File: config.mk
export PLATFORM = sky130hd
export DESIGN_NAME = input_conditioner
export DESIGN_NICKNAME = d
export VERILOG_FILES = /design/src/rtl/input_cond_pkg.sv /design/src/rtl/debounce_cell.sv /design/src/rtl/input_conditioner.sv
export SDC_FILE = /design/constraint.sdc
export NUM_CORES = 1
export LEC_CHECK = 0
export ABC_AREA = 1
export CAP_MARGIN = 0
export CORE_ASPECT_RATIO = 0.75
export CORE_UTILIZATION = 65
export CTS_CLUSTER_SIZE = 28
export DETAILED_ROUTE_END_ITERATION = 7
export DONT_BUFFER_PORTS = 1
export PLACE_DENSITY = 0.87
export SYNTH_ARGS = -nofsm -noshare
export SYNTH_HDL_FRONTEND = slang
export SYNTH_HIERARCHICAL = 1
export SYNTH_SLANG_ARGS = --single-unit
File: constraint.sdc
create_clock -name CLOCK_50 -period 4.3 [get_ports CLOCK_50]
set_clock_uncertainty 0.2 [all_clocks]
set_input_delay 0.86 -clock CLOCK_50 [delete_from_list [all_inputs] [get_ports CLOCK_50]]
set_output_delay 0.86 -clock CLOCK_50 [all_outputs]
set_load 0.005 [all_outputs]
File: src/rtl/input_cond_pkg.sv
`default_nettype none
// ============================================================================
//  Module      : input_cond_pkg
//  Description : Shared constants for the switch / push-button front-end.
//  Revision    : 1.0  initial release
// ============================================================================
package input_cond_pkg;

    // Debounce length: 20 ms at 50 MHz on the board, short for simulation
    localparam int DEB_CYCLES_DEFAULT = 1000000;
    localparam int DEB_CYCLES_SIM     = 8;

    // Depth of the metastability synchroniser on every raw input
    localparam int SYNC_STAGES        = 2;

    // Meaning of the individual key / switch bits for the menu FSM
    localparam int KEY_NEXT           = 0;
    localparam int SW_SEL0            = 0;
    localparam int SW_SEL1            = 1;
    localparam int SW_SEL2            = 2;
    localparam int SW_SEL3            = 3;

endpackage : input_cond_pkg
`default_nettype wire

File: src/rtl/debounce_cell.sv
`default_nettype none
// ============================================================================
//  Module      : debounce_cell
//  Description : One input bit: 2-FF synchroniser, stability counter and
//                accepted (stable) level. A change is accepted only after the
//                synchronised value has differed from the stable value for
//                DEB_CYCLES consecutive cycles; any glitch restarts the count.
//  Revision    : 1.0  initial release
// ============================================================================
module debounce_cell
    import input_cond_pkg::*;
#(
    parameter logic RESET_VAL  = 1'b0,
    parameter int   DEB_CYCLES = DEB_CYCLES_DEFAULT,
    parameter int   CNT_W      = 20
) (
    input  logic clk,
    input  logic rst_n,
    input  logic i_raw,
    output logic o_stable
);

    localparam logic [CNT_W-1:0] c_last = CNT_W'(DEB_CYCLES - 1);

    logic [SYNC_STAGES-1:0] r_sync;
    logic [CNT_W-1:0]       r_cnt;
    logic                   r_q;
    logic                   w_s;

    assign w_s = r_sync[SYNC_STAGES-1];

    // Synchroniser chain; resets to the idle level of the input
    always_ff @(posedge clk or negedge rst_n) begin
        if (!rst_n) begin
            r_sync <= {SYNC_STAGES{RESET_VAL}};
        end else begin
            r_sync <= {r_sync[SYNC_STAGES-2:0], i_raw};
        end
    end

    // Count consecutive disagreeing cycles; accept the new level at the end
    always_ff @(posedge clk or negedge rst_n) begin
        if (!rst_n) begin
            r_cnt <= '0;
            r_q   <= RESET_VAL;
        end else if (w_s == r_q) begin
            r_cnt <= '0;
        end else if (r_cnt == c_last) begin
            r_q   <= w_s;
            r_cnt <= '0;
        end else begin
            r_cnt <= r_cnt + CNT_W'(1);
        end
    end

    assign o_stable = r_q;

endmodule : debounce_cell
`default_nettype wire

File: src/rtl/input_conditioner.sv
`default_nettype none
// ============================================================================
//  Module      : input_conditioner
//  Description : Synchronises and debounces the slide switches and the
//                active-low push-buttons, latches each press as an event held
//                until acknowledged (with a sticky overrun flag), pulses on
//                switch rising edges and snapshots the switches at each press.
//  Revision    : 1.0  initial release
// ============================================================================
module input_conditioner
    import input_cond_pkg::*;
#(
    parameter int N_KEY      = 2,
    parameter int N_SW       = 4,
    parameter int DEB_CYCLES = DEB_CYCLES_DEFAULT,
    parameter int CNT_W      = 20
) (
    input  logic             CLOCK_50,
    input  logic             RESET_N,
    input  logic [N_KEY-1:0] KEY,
    input  logic [N_SW-1:0]  SW,
    input  logic [N_KEY-1:0] KEY_ACK,
    output logic [N_KEY-1:0] KEY_DOWN,
    output logic [N_KEY-1:0] KEY_EVT,
    output logic [N_KEY-1:0] KEY_OVR,
    output logic [N_SW-1:0]  SW_DB,
    output logic [N_SW-1:0]  SW_RISE,
    output logic [N_SW-1:0]  SW_SNAP
);

    localparam int N_IN = N_KEY + N_SW;

    logic [N_IN-1:0]  w_raw;
    logic [N_IN-1:0]  w_q;
    logic [N_KEY-1:0] w_qkey;
    logic [N_SW-1:0]  w_qsw;
    logic [N_KEY-1:0] w_press;

    logic [N_KEY-1:0] r_qkey_d;
    logic [N_SW-1:0]  r_qsw_d;
    logic [N_KEY-1:0] r_key_down;
    logic [N_KEY-1:0] r_key_evt;
    logic [N_KEY-1:0] r_key_ovr;
    logic [N_SW-1:0]  r_sw_db;
    logic [N_SW-1:0]  r_sw_rise;
    logic [N_SW-1:0]  r_sw_snap;

    // Keys occupy the low bits, switches the high bits
    assign w_raw = {SW, KEY};

    for (genvar g = 0; g < N_IN; g++) begin : g_deb
        debounce_cell #(
            .RESET_VAL  ((g < N_KEY) ? 1'b1 : 1'b0),
            .DEB_CYCLES (DEB_CYCLES),
            .CNT_W      (CNT_W)
        ) u_cell (
            .clk      (CLOCK_50),
            .rst_n    (RESET_N),
            .i_raw    (w_raw[g]),
            .o_stable (w_q[g])
        );
    end

    assign w_qkey  = w_q[N_KEY-1:0];
    assign w_qsw   = w_q[N_KEY +: N_SW];

    // A press is the stable key level falling from released (1) to pressed (0)
    assign w_press = r_qkey_d & ~w_qkey;

    // Delayed stable levels plus the registered level / edge outputs
    always_ff @(posedge CLOCK_50 or negedge RESET_N) begin
        if (!RESET_N) begin
            r_qkey_d   <= '1;
            r_qsw_d    <= '0;
            r_key_down <= '0;
            r_sw_db    <= '0;
            r_sw_rise  <= '0;
        end else begin
            r_qkey_d   <= w_qkey;
            r_qsw_d    <= w_qsw;
            r_key_down <= ~w_qkey;
            r_sw_db    <= w_qsw;
            r_sw_rise  <= w_qsw & ~r_qsw_d;
        end
    end

    // Event latch: a new press beats a same-cycle acknowledge
    always_ff @(posedge CLOCK_50 or negedge RESET_N) begin
        if (!RESET_N) begin
            r_key_evt <= '0;
        end else begin
            r_key_evt <= w_press | (r_key_evt & ~KEY_ACK);
        end
    end

    // Overrun: press on a still-pending, unacknowledged event; ack w/o press clears
    always_ff @(posedge CLOCK_50 or negedge RESET_N) begin
        if (!RESET_N) begin
            r_key_ovr <= '0;
        end else begin
            r_key_ovr <= (w_press & r_key_evt & ~KEY_ACK)
                       | (r_key_ovr & ~(KEY_ACK & ~w_press));
        end
    end

    // Capture the registered switch levels whenever any press is accepted
    always_ff @(posedge CLOCK_50 or negedge RESET_N) begin
        if (!RESET_N) begin
            r_sw_snap <= '0;
        end else if (|w_press) begin
            r_sw_snap <= r_sw_db;
        end
    end

    assign KEY_DOWN = r_key_down;
    assign KEY_EVT  = r_key_evt;
    assign KEY_OVR  = r_key_ovr;
    assign SW_DB    = r_sw_db;
    assign SW_RISE  = r_sw_rise;
    assign SW_SNAP  = r_sw_snap;

endmodule : input_conditioner
`default_nettype wire
==> impl_metrics.csv, run 1 <==
group,metric,value,unit
synthesis,synth_top_cells_by_area,"sky130_fd_sc_hd__dfrtp_1 (43%), sky130_fd_sc_hd__nor2_1 (9.5%), sky130_fd_sc_hd__nand2_1 (6.2%)",
route,num_vias,6694,
global_route,largest_net_degree_at_the_start_of_global_routing,159,
cts,cts-buffers-inserted,17,
timing,fin_hold_ws,-0.0792,ns
synthesis,yosys.area_share.simple,39.9,%
cts,worst_skew_pair.late_latency,0.43,ns
synthesis,main_combinational_cell_family_by_area_after_synthesis,"simple AND/OR/NAND/NOR gates",
route,drc,0,
status,failed_checks,"negative hold slack",
layout,area_delta_synth_final,9.37,%
placement,numPortBuffers,0,
synthesis,synthesis.area,0.00871,mm^2
cts,cts_buffer_depth,2,
timing,worst_slew_margin_rel,71.3,%
layout,mostFrequentLayoutCell,"sky130_fd_sc_hd__nor2_1",
cts,post-cts-setup-buffers,0,
global_route,grt_pass1_wl,30.9,mm
synthesis,synth-compound-area-share,2.56,%
worst_setup_path,worstSetupEndpointType,"output port",
global_route,grt-ovfl-total,0,
synthesis,yosysWarningCount,6,
global_route,first_global_vias,6345,
floorplan,number_of_standard_cell_rows_in_the_floorplan,36,
route,route.detailed.vias_per_inst,5.44,
timing,hold_viol_final,150,
floorplan,design.die.area,0.0139,mm^2
synthesis,avgSynthCellArea,8.47,um^2
placement,detailedPlacementHpwl,12.7,mm
placement,gp_congestion,0.938,
cts,ctsResizeCount,0,
layout,layout.cells.most_common_list,"sky130_fd_sc_hd__nor2_1 (220), sky130_fd_sc_hd__dfrtp_1 (150), sky130_fd_sc_hd__nand2_1 (143)",
timing,number_of_setup_violations_in_the_final_report,0,
power_and_ir_drop,power.density,327,mW/mm^2
synthesis,yosysSeqAreaShare,45.5,%
timing,period_minus_slack,1.95,ns
timing,layout_worst_path_cycle_share,45.3,%
synthesis,ys_ff_latch,158,
route,routedWlPerCell,14.8,um
floorplan,placeable_core_area,0.0130,mm^2
worst_setup_path,critical_path.max_fanout,3,
synthesis,yosys.area_share.adder,0.862,%
timing,rsz_0062_raised_after_global_routing,"no",
global_route,number_of_antenna_violations_at_the_first_check_in_global_routing,0,
synthesis,yosys-mux-area-fraction,0,%
synthesis,synth_cell_types,26,
synthesis,syn-num-nets,1044,
synthesis,synth_flop_cell,"sky130_fd_sc_hd__dfrtp_1",
synthesis,post-synth-top-area-cell,"sky130_fd_sc_hd__dfrtp_1",
synthesis,number_of_enable_type_register_cells_in_the_synthesized_netlist,0,
worst_setup_path,rr_worst_depth,6,
cts,clkTransAtPathRegs,0.06,ns
synthesis,synth_xor_xnor_area_share,6.55,%
min_path,holdCritPathClass,"primary input to async pin",
route,antenna_violating_nets_left,0,
status,outcome,"finished with violations",
worst_setup_path,criticalPathCategory,"flop to output port",
floorplan,die_w,136,um
worst_setup_path,critPathArrivalTime,0.89,ns
layout,design.final.nets,1063,
worst_setup_path,worst_ep_required_time,3.24,ns
cts,cts_root_buf,"sky130_fd_sc_hd__clkbuf_16",
floorplan,floorplan.io_pins,28,
synthesis,syn_inst,1028,
power_and_ir_drop,p_leak,0.00409,uW
cts,cts-htree-levels,4,
flow_run,cap_violations,0,
synthesis,synth.top_cell.area_share,43.1,%
floorplan,initial_core_util,66.9,%
floorplan,die_h,102,um
timing,final-max-slew-violation-count,0,
layout,post_route_cells_drive_above_1_share,22.3,%
global_route,grt_util_all_layers,28.9,%
worst_setup_path,crit_cells,0,
cts,cts_tree,"yes",
route,wirelength,18.2,mm
route,first_pass_iters,5,
synthesis,synthArstFlopShare,100,%
power_and_ir_drop,peakVddDrop,0.315,mV
timing,tightest_slew,0.430,ns
route,drt_iter0_markers,684,
worst_setup_path,critPathLaunchType,"flop",
timing,setup_tns,0,ns
cts,tritoncts_num_sinks,158,
layout,antenna_cells,0,
timing,timing.fmax,513,MHz
## flip-flops by register name (all words and copies together), names as in the netlist
register	flops
r_qkey_d	2
g_deb.u_cell/o_stable	6
KEY_OVR	2
SW_SNAP	4
g_deb.u_cell/r_sync	12
SW_RISE	4
g_deb.u_cell/r_cnt	120
KEY_EVT	2
SW_DB	4
KEY_DOWN	2
## power by group
group	internal, uW	switching [uW]	total [uW]
Combinational	20.8	47.9	68.7
Clock	907	618	1520
Sequential	1510	14.5	1520
## through the flow
step	cell area (um^2)	instances	setup WS [ns]	total power (uW)	utilization (%)
4_1_cts	9530	1231	2.32	3140	73.2
3_3_place_gp	8920	1199	2.66	1610	68.6
6_report	9530	1231	2.35	3120	73.2
3_5_place_dp	8920	1199	2.63	1620	68.6
2_1_floorplan	8710	1028	2.86	1600	-
5_1_grt	9530	1231	2.32	3200	73.2
## cells by family (layout without fill, tap and decap cells)
kind of cell	Yosys count	count (layout)
DFF	158	158
buffers and inverters	108	140
AOI/OAI and AO/OA	44	44
adders and majority gates	6	6
and+or+nand+nor	652	652
xor gates and xnor gates	60	60
## Yosys cell counts (14+ instances only)
master / number
sky130_fd_sc_hd__o21ai_1: 24
sky130_fd_sc_hd__nor2_4: 36
sky130_fd_sc_hd__nor2_1: 220
sky130_fd_sc_hd__nand3_1: 70
sky130_fd_sc_hd__dfrtp_1: 150
sky130_fd_sc_hd__xor2_1: 42
sky130_fd_sc_hd__nand4_1: 24
sky130_fd_sc_hd__nand2_2: 54
sky130_fd_sc_hd__inv_2: 14
sky130_fd_sc_hd__inv_1: 94
sky130_fd_sc_hd__nor2_2: 36
sky130_fd_sc_hd__nand2_4: 15
sky130_fd_sc_hd__nand2_1: 143
## worst paths after layout
kind	start	endpoint	slack (ns)
worst max-delay path	SW_DB[2]	SW_DB[2]	2.35
worst min-delay path	RESET_N	g_deb[1].u_cell/r_cnt[15]	-0.08
worst max register to register	g_deb[4].u_cell/r_cnt[0]	g_deb[4].u_cell/r_cnt[0]	2.51
worst min register to register	g_deb[4].u_cell/r_sync[0]	g_deb[4].u_cell/r_sync[1]	0.15
max in group asynchronous	RESET_N	g_deb[0].u_cell/r_sync[0]	3.72
min in group CLOCK_50	g_deb[4].u_cell/r_sync[0]	g_deb[4].u_cell/r_sync[1]	0.15
## routing by layer
metal / track usage [%] / routed length [um] / vias up
met3: 6.94 / 1140 / 26
met1: 41.4 / 8820 / 3167
met4: 8.56 / 238 / 0
met2: 43.9 / 8050 / 206
met5: 0 / 0 / -
li1: - / - / 3295
## layout make-up
type / instances / area, um^2
clock buffer: 21 / 470
multi-input combinational: 762 / 4340
inverter: 108 / 405
clock inverter: 11 / 131
fill: 918 / 3490
tap: 171 / 214
sequential: 158 / 3960
(Power assumes the default switching activity.)
==> inputs of run 2 (changes only) <==
- CORE_UTILIZATION: 65 -> 58
- PLACE_DENSITY: 0.87 -> 0.82
- clock period: 4.3 -> 1.7 ns (I/O delays scaled with it)
==> run 2 against run 1 <==
  * Power grew to 2.5 times the previous value
  * Via count up 3.0%
  * Critical endpoint is now g_deb[1].u_cell/r_cnt[0]
  * The run still ends with negative hold slack left
  * Cell count up 4.3%
  * Register-to-register slack got worse by 2.4 ns
==> impl_metrics.csv, run 2 (same netlist as run 1, synthesis figures left out) <==
group,metric,value,unit
floorplan,design.die.area,0.0155,mm^2
floorplan,placeable_core_area,0.0145,mm^2
cts,worst_skew_pair.late_latency,0.43,ns
layout,post_route_cells_drive_above_1_share,24.5,%
timing,worst_slew_margin_rel,76.8,%
route,first_pass_iters,5,
timing,hold_viol_final,158,
worst_setup_path,critical_path.max_fanout,7,
cts,cts_hold_buffers,8,
layout,mostFrequentLayoutCell,"sky130_fd_sc_hd__nor2_1",
global_route,first_global_vias,6407,
floorplan,die_h,108,um
floorplan,floorplan.io_pins,28,
cts,cts_tree,"yes",
global_route,grt_pass1_wl,31.7,mm
layout,fin_cells,1284,
cts,cts-buffers-inserted,17,
worst_setup_path,timing.rr.start,"g_deb[1].u_cell/r_cnt[0]",
power_and_ir_drop,netSwitchingPower,1890,uW
power_and_ir_drop,p_leak,0.00419,uW
route,num_vias,6896,
placement,dp_slack,0.0431,ns
floorplan,number_of_standard_cell_rows_in_the_floorplan,38,
power_and_ir_drop,switching_portion_of_total_power,24.1,%
layout,layout.cells.most_common_list,"sky130_fd_sc_hd__nor2_1 (215), sky130_fd_sc_hd__dfrtp_1 (149), sky130_fd_sc_hd__nand2_1 (143)",
floorplan,initial_core_util,59.9,%
placement,numPortBuffers,0,
timing,final-max-slew-violation-count,0,
worst_setup_path,cp-startpoint,"g_deb[1].u_cell/r_cnt[0]",
route,drc,0,
layout,design.final.nets,1087,
layout,biggest_register,"g_deb.u_cell/r_cnt",
global_route,grt_util_all_layers,26.7,%
status,failed_checks,"negative hold slack",
power_and_ir_drop,clock_power_share,48.4,%
worst_setup_path,timing.critical_path.cells,"ha_2, nand3_1, nor2_4, nand3_2, nand2_4, nor2_1",
floorplan,die_w,144,um
power_and_ir_drop,peakVddDrop,0.673,mV
worst_setup_path,worstSetupEndpointType,"flop",
worst_setup_path,criticalPathCategory,"flop to flop",
global_route,grt-ovfl-total,0,
power_and_ir_drop,power_frac_seq,49.0,%
cts,clkTransAtPathRegs,0.07,ns
timing,rsz_0062_raised_after_global_routing,"yes",
route,antenna_violating_nets_left,0,
status,outcome,"finished with violations",
cts,cts_root_buf,"sky130_fd_sc_hd__clkbuf_16",
global_route,number_of_antenna_violations_at_the_first_check_in_global_routing,0,
timing,period_minus_slack,1.63,ns
placement,dp.cells,1237,
route,route.detailed.vias_per_inst,5.37,
layout,fillerInstances,1124,
power_and_ir_drop,fraction_of_power_consumed_by_combinational_cells,2.6,%
cts,cts-htree-levels,4,
cts,tritoncts_num_sinks,158,
timing,timing.fmax,614,MHz
route,wirelength,19.3,mm
power_and_ir_drop,power_report.internal_total,5960,uW
route,drt_iter0_markers,634,
layout,number_of_flip_flops_in_the_largest_register,120,
placement,detailedPlacementHpwl,13.1,mm
worst_setup_path,critical-path-max-stage-delay,0.38,ns
worst_setup_path,slowest_stage,"sky130_fd_sc_hd__dfrtp_1",
flow_run,cap_violations,0,
timing,fin_hold_ws,-0.596,ns
timing,layout_worst_path_cycle_share,95.8,%
worst_setup_path,worst_ep_required_time,1.81,ns
route,routedWlPerCell,15.0,um
layout,area_delta_synth_final,12.7,%
power_and_ir_drop,power.density,800,mW/mm^2
global_route,largest_net_degree_at_the_start_of_global_routing,159,
layout,antenna_cells,0,
min_path,holdCritPathClass,"primary input to async pin",
timing,tightest_slew,0.348,ns
timing,fin_ws,0.0718,ns
worst_setup_path,critPathLaunchType,"flop",
placement,gp_congestion,0.921,
worst_setup_path,critPathArrivalTime,1.74,ns
timing,number_of_setup_violations_in_the_final_report,0,
cts,cts_buffer_depth,2,
[run 2: final timing paths]
kind	slack, ns	endpoint	cells past startpoint
max	0.07	g_deb[1].u_cell/r_cnt[0]	6
min	-0.60	g_deb[1].u_cell/r_cnt[11]	0
max reg2reg	0.07	g_deb[1].u_cell/r_cnt[0]	6
min reg2reg	0.15	g_deb[2].u_cell/r_sync[1]	0
max in group asynchronous	1.58	g_deb[1].u_cell/r_sync[0]	0
min in group CLOCK_50	0.15	g_deb[2].u_cell/r_sync[1]	0
[run 2: per-stage QoR]
step | setup TNS, ns | hold slack (ns) | util, % | power [uW] | cell area [um^2]
after floorplan | 0 | -0.156 | - | 4040 | 8710
after global placement | 0 | -0.152 | 62.1 | 4090 | 9030
after detailed placement | 0 | -0.151 | 62.1 | 4090 | 9030
after CTS | 0 | -0.610 | 66.6 | 7900 | 9690
after global routing | -0.143 | -0.623 | 67.5 | 8110 | 9810
final | 0 | -0.596 | 67.5 | 7850 | 9810
[run 2: layer usage]
metal | track usage, % | up-vias | wire [um]
met5 | 0 | - | 0
met4 | 7.14 | 0 | 284
met3 | 6.51 | 26 | 1300
met2 | 39.0 | 248 | 8380
met1 | 39.4 | 3286 | 9300
li1 | - | 3336 | -
[run 2: worst max-delay path, delay by kind of cell (launching register included)]
kind,cells,cell delay (ns)
fa+ha+maj,1,0.21
flops,1,0.38
simple gates,5,0.73
[run 2: layout make-up]
cell class / instances / area [um^2] / area share, %
clock buffers: 17 / 425 / 4.33
clock inverters: 15 / 151 / 1.54
inverters: 108 / 405 / 4.13
multi-input cells: 762 / 4420 / 45.0
flip-flops and latches: 158 / 3970 / 40.4
well taps: 200 / 250 / 2.55
repair buffers: 24 / 200 / 2.04
[run 2: repair_timing]
item                       in CTS  in global routing
gates resized for setup         1                 19
setup buffers                   0                  7
hold endpoints to repair      168                158
pin swaps                       0                  8
cloned                          0                  0
setup endpoints to repair       1                 69
[run 2: power by group through the flow]
stage                     Sequential [uW]  Combinational (uW)  Clock, uW
final                                3850                 204       3800
after global routing                 3850                 228       4030
after CTS                            3850                 197       3860
after detailed placement             3920                 178          0
after global placement               3910                 173          0
after floorplan                      3910                 133          0
==> inputs of run 3 (changes only) <==
- CORE_UTILIZATION: 58 -> 65
- PLACE_DENSITY: 0.82 -> 0.87
- clock period: 1.7 -> 1.9 ns (I/O delays scaled with it)
==> run 3 against run 2 <==
  * The run still ends with negative hold slack left
  * Cell area decreased by 2.4%
  * Worst setup slack improved by 0.085 ns
  * Non-clock buffer count decreased by 14
  * Core utilization increased by 6.1 points
==> impl_metrics.csv, run 3 (same netlist as run 1, synthesis figures left out) <==
group,metric,value,unit
global_route,grt-ovfl-total,0,
timing,setup_tns,0,ns
status,failed_checks,"negative hold slack",
floorplan,placeable_core_area,0.0130,mm^2
route,routedWlPerCell,14.6,um
timing,number_of_setup_violations_in_the_final_report,0,
flow_run,cap_violations,0,
timing,worst_slew_margin_rel,72.6,%
layout,area_delta_synth_final,9.91,%
status,outcome,"finished with violations",
floorplan,design.die.area,0.0139,mm^2
global_route,largest_net_degree_at_the_start_of_global_routing,159,
floorplan,initial_core_util,66.9,%
timing,timing.fmax,574,MHz
worst_setup_path,rr_worst_depth,6,
route,num_vias,6734,
power_and_ir_drop,power_report.internal_total,5250,uW
timing,fin_ws,0.157,ns
power_and_ir_drop,power.density,707,mW/mm^2
cts,clkTransAtPathRegs,0.06,ns
worst_setup_path,criticalPathCategory,"flop to flop",
global_route,number_of_antenna_violations_at_the_first_check_in_global_routing,0,
layout,fin_cells,1241,
route,route.detailed.vias_per_inst,5.43,
placement,dp.cells,1201,
cts,cts_tree,"yes",
placement,dp_slack,0.222,ns
timing,hold_viol_final,158,
global_route,grt_pass1_wl,31.0,mm
cts,post-cts-setup-buffers,0,
floorplan,number_of_standard_cell_rows_in_the_floorplan,36,
cts,tritoncts_num_sinks,158,
power_and_ir_drop,clock_power_share,46.6,%
power_and_ir_drop,netSwitchingPower,1520,uW
timing,period_minus_slack,1.74,ns
worst_setup_path,reg2reg_setup_slack,0.16,ns
cts,ctsResizeCount,0,
layout,mostFrequentLayoutCell,"sky130_fd_sc_hd__nor2_1",
global_route,first_global_vias,6437,
worst_setup_path,critPathArrivalTime,1.85,ns
cts,cts_buffer_depth,2,
cts,cts_hold_buffers,8,
worst_setup_path,timing.rr.start,"g_deb[1].u_cell/r_cnt[0]",
timing,layout_worst_path_cycle_share,91.7,%
worst_setup_path,critical_path.max_fanout,7,
route,drc,0,
timing,final-max-slew-violation-count,0,
power_and_ir_drop,peakVddDrop,0.649,mV
layout,post_route_cells_drive_above_1_share,22.3,%
power_and_ir_drop,p_leak,0.00412,uW
cts,cts-htree-levels,4,
layout,number_of_flip_flops_in_the_largest_register,120,
min_path,holdCritPathClass,"primary input to async pin",
layout,biggest_register,"g_deb.u_cell/r_cnt",
worst_setup_path,slowest_stage,"sky130_fd_sc_hd__dfrtp_1",
global_route,grt_util_all_layers,28.9,%
worst_setup_path,worstReg2RegEnd,"g_deb[1].u_cell/r_cnt[9]",
power_and_ir_drop,power_frac_seq,50.9,%
worst_setup_path,worstSetupEndpointType,"flop",
route,first_pass_iters,6,
layout,antenna_cells,0,
cts,worst_skew_pair.late_latency,0.43,ns
timing,fin_hold_ws,-0.556,ns
power_and_ir_drop,fraction_of_power_consumed_by_combinational_cells,2.5,%
floorplan,floorplan.io_pins,28,
layout,layout.cells.most_common_list,"sky130_fd_sc_hd__nor2_1 (220), sky130_fd_sc_hd__dfrtp_1 (150), sky130_fd_sc_hd__nand2_1 (143)",
placement,gp_congestion,0.935,
worst_setup_path,timing.critical_path.cells,"ha_1, nand3_1, nor2_2, nand3_2, nand2_4, nor2_1",
cts,cts_root_buf,"sky130_fd_sc_hd__clkbuf_16",
floorplan,die_h,102,um
power_and_ir_drop,switching_portion_of_total_power,22.4,%
placement,detailedPlacementHpwl,12.6,mm
route,drt_iter0_markers,581,
timing,tightest_slew,0.410,ns
worst_setup_path,critPathLaunchType,"flop",
worst_setup_path,critical-path-max-stage-delay,0.38,ns
floorplan,die_w,136,um
cts,cts-buffers-inserted,17,
route,wirelength,18.1,mm
layout,design.final.nets,1073,
route,antenna_violating_nets_left,0,
timing,rsz_0062_raised_after_global_routing,"no",
worst_setup_path,worst_ep_required_time,2.01,ns
placement,numPortBuffers,0,
## run 3: cell types whose count changed in the layout (fill, tap and decap cells not counted), sizes merged
cell      delta
clkbuf       +3
clkinv       +4
buf         -14
clkinvlp     +1
bufinv       -1
inv          -7
## run 3: worst max-delay path by stage
stage	startpoint	slack, ns	endpoint	depth (start not counted)
floorplan	g_deb[0].u_cell/r_cnt[0]	0.46	g_deb[0].u_cell/r_cnt[14]	8
global placement	g_deb[4].u_cell/r_cnt[0]	0.28	g_deb[4].u_cell/r_cnt[9]	6
detailed placement	g_deb[2].u_cell/r_cnt[0]	0.22	g_deb[2].u_cell/r_cnt[5]	6
CTS	g_deb[1].u_cell/r_cnt[0]	0.16	g_deb[1].u_cell/r_cnt[9]	6
global route	g_deb[4].u_cell/r_cnt[0]	0.04	g_deb[4].u_cell/r_cnt[18]	9
finish	g_deb[1].u_cell/r_cnt[0]	0.16	g_deb[1].u_cell/r_cnt[9]	6
## run 3: area by class of cell
cell class,count,area (um^2)
multi-input cells,762,4340
inverters,108,405
fillers,929,3440
repair buffers,10,95.1
well taps,171,214
clock inverters,12,87.6
clock buffers,20,467
flip-flops and latches,158,3960
## run 3: metal layers
metal | GRT usage (%) | wire [um]
met4 | 8.64 | 207
met1 | 41.2 | 8380
met5 | 0 | 0
met2 | 44.5 | 8350
met3 | 6.60 | 1180
## run 3: through the flow
stage          util [%]  hold WS (ns)  total power [uW]  cell area [um^2]
2_1_floorplan         -        -0.116              3620              8710
3_3_place_gp       68.7        -0.111              3650              8940
3_5_place_dp       68.7        -0.111              3660              8940
4_1_cts            73.5        -0.568              6820              9570
5_1_grt            73.5        -0.571              6980              9570
6_report           73.5        -0.556              6770              9570
## run 3: critical path, delay by kind of cell, from the launching register on
kind                       cells  cell delay, ns
adders and majority gates      1            0.22
DFF                            1            0.38
and+or+nand+nor                5            0.83
## run 3: power groups by stage
stage	Combinational, uW	Clock [uW]	Sequential, uW
2_1_floorplan	119	0	3500
6_report	170	3150	3450
4_1_cts	169	3210	3450
3_3_place_gp	146	0	3500
5_1_grt	192	3340	3450
3_5_place_dp	152	0	3510
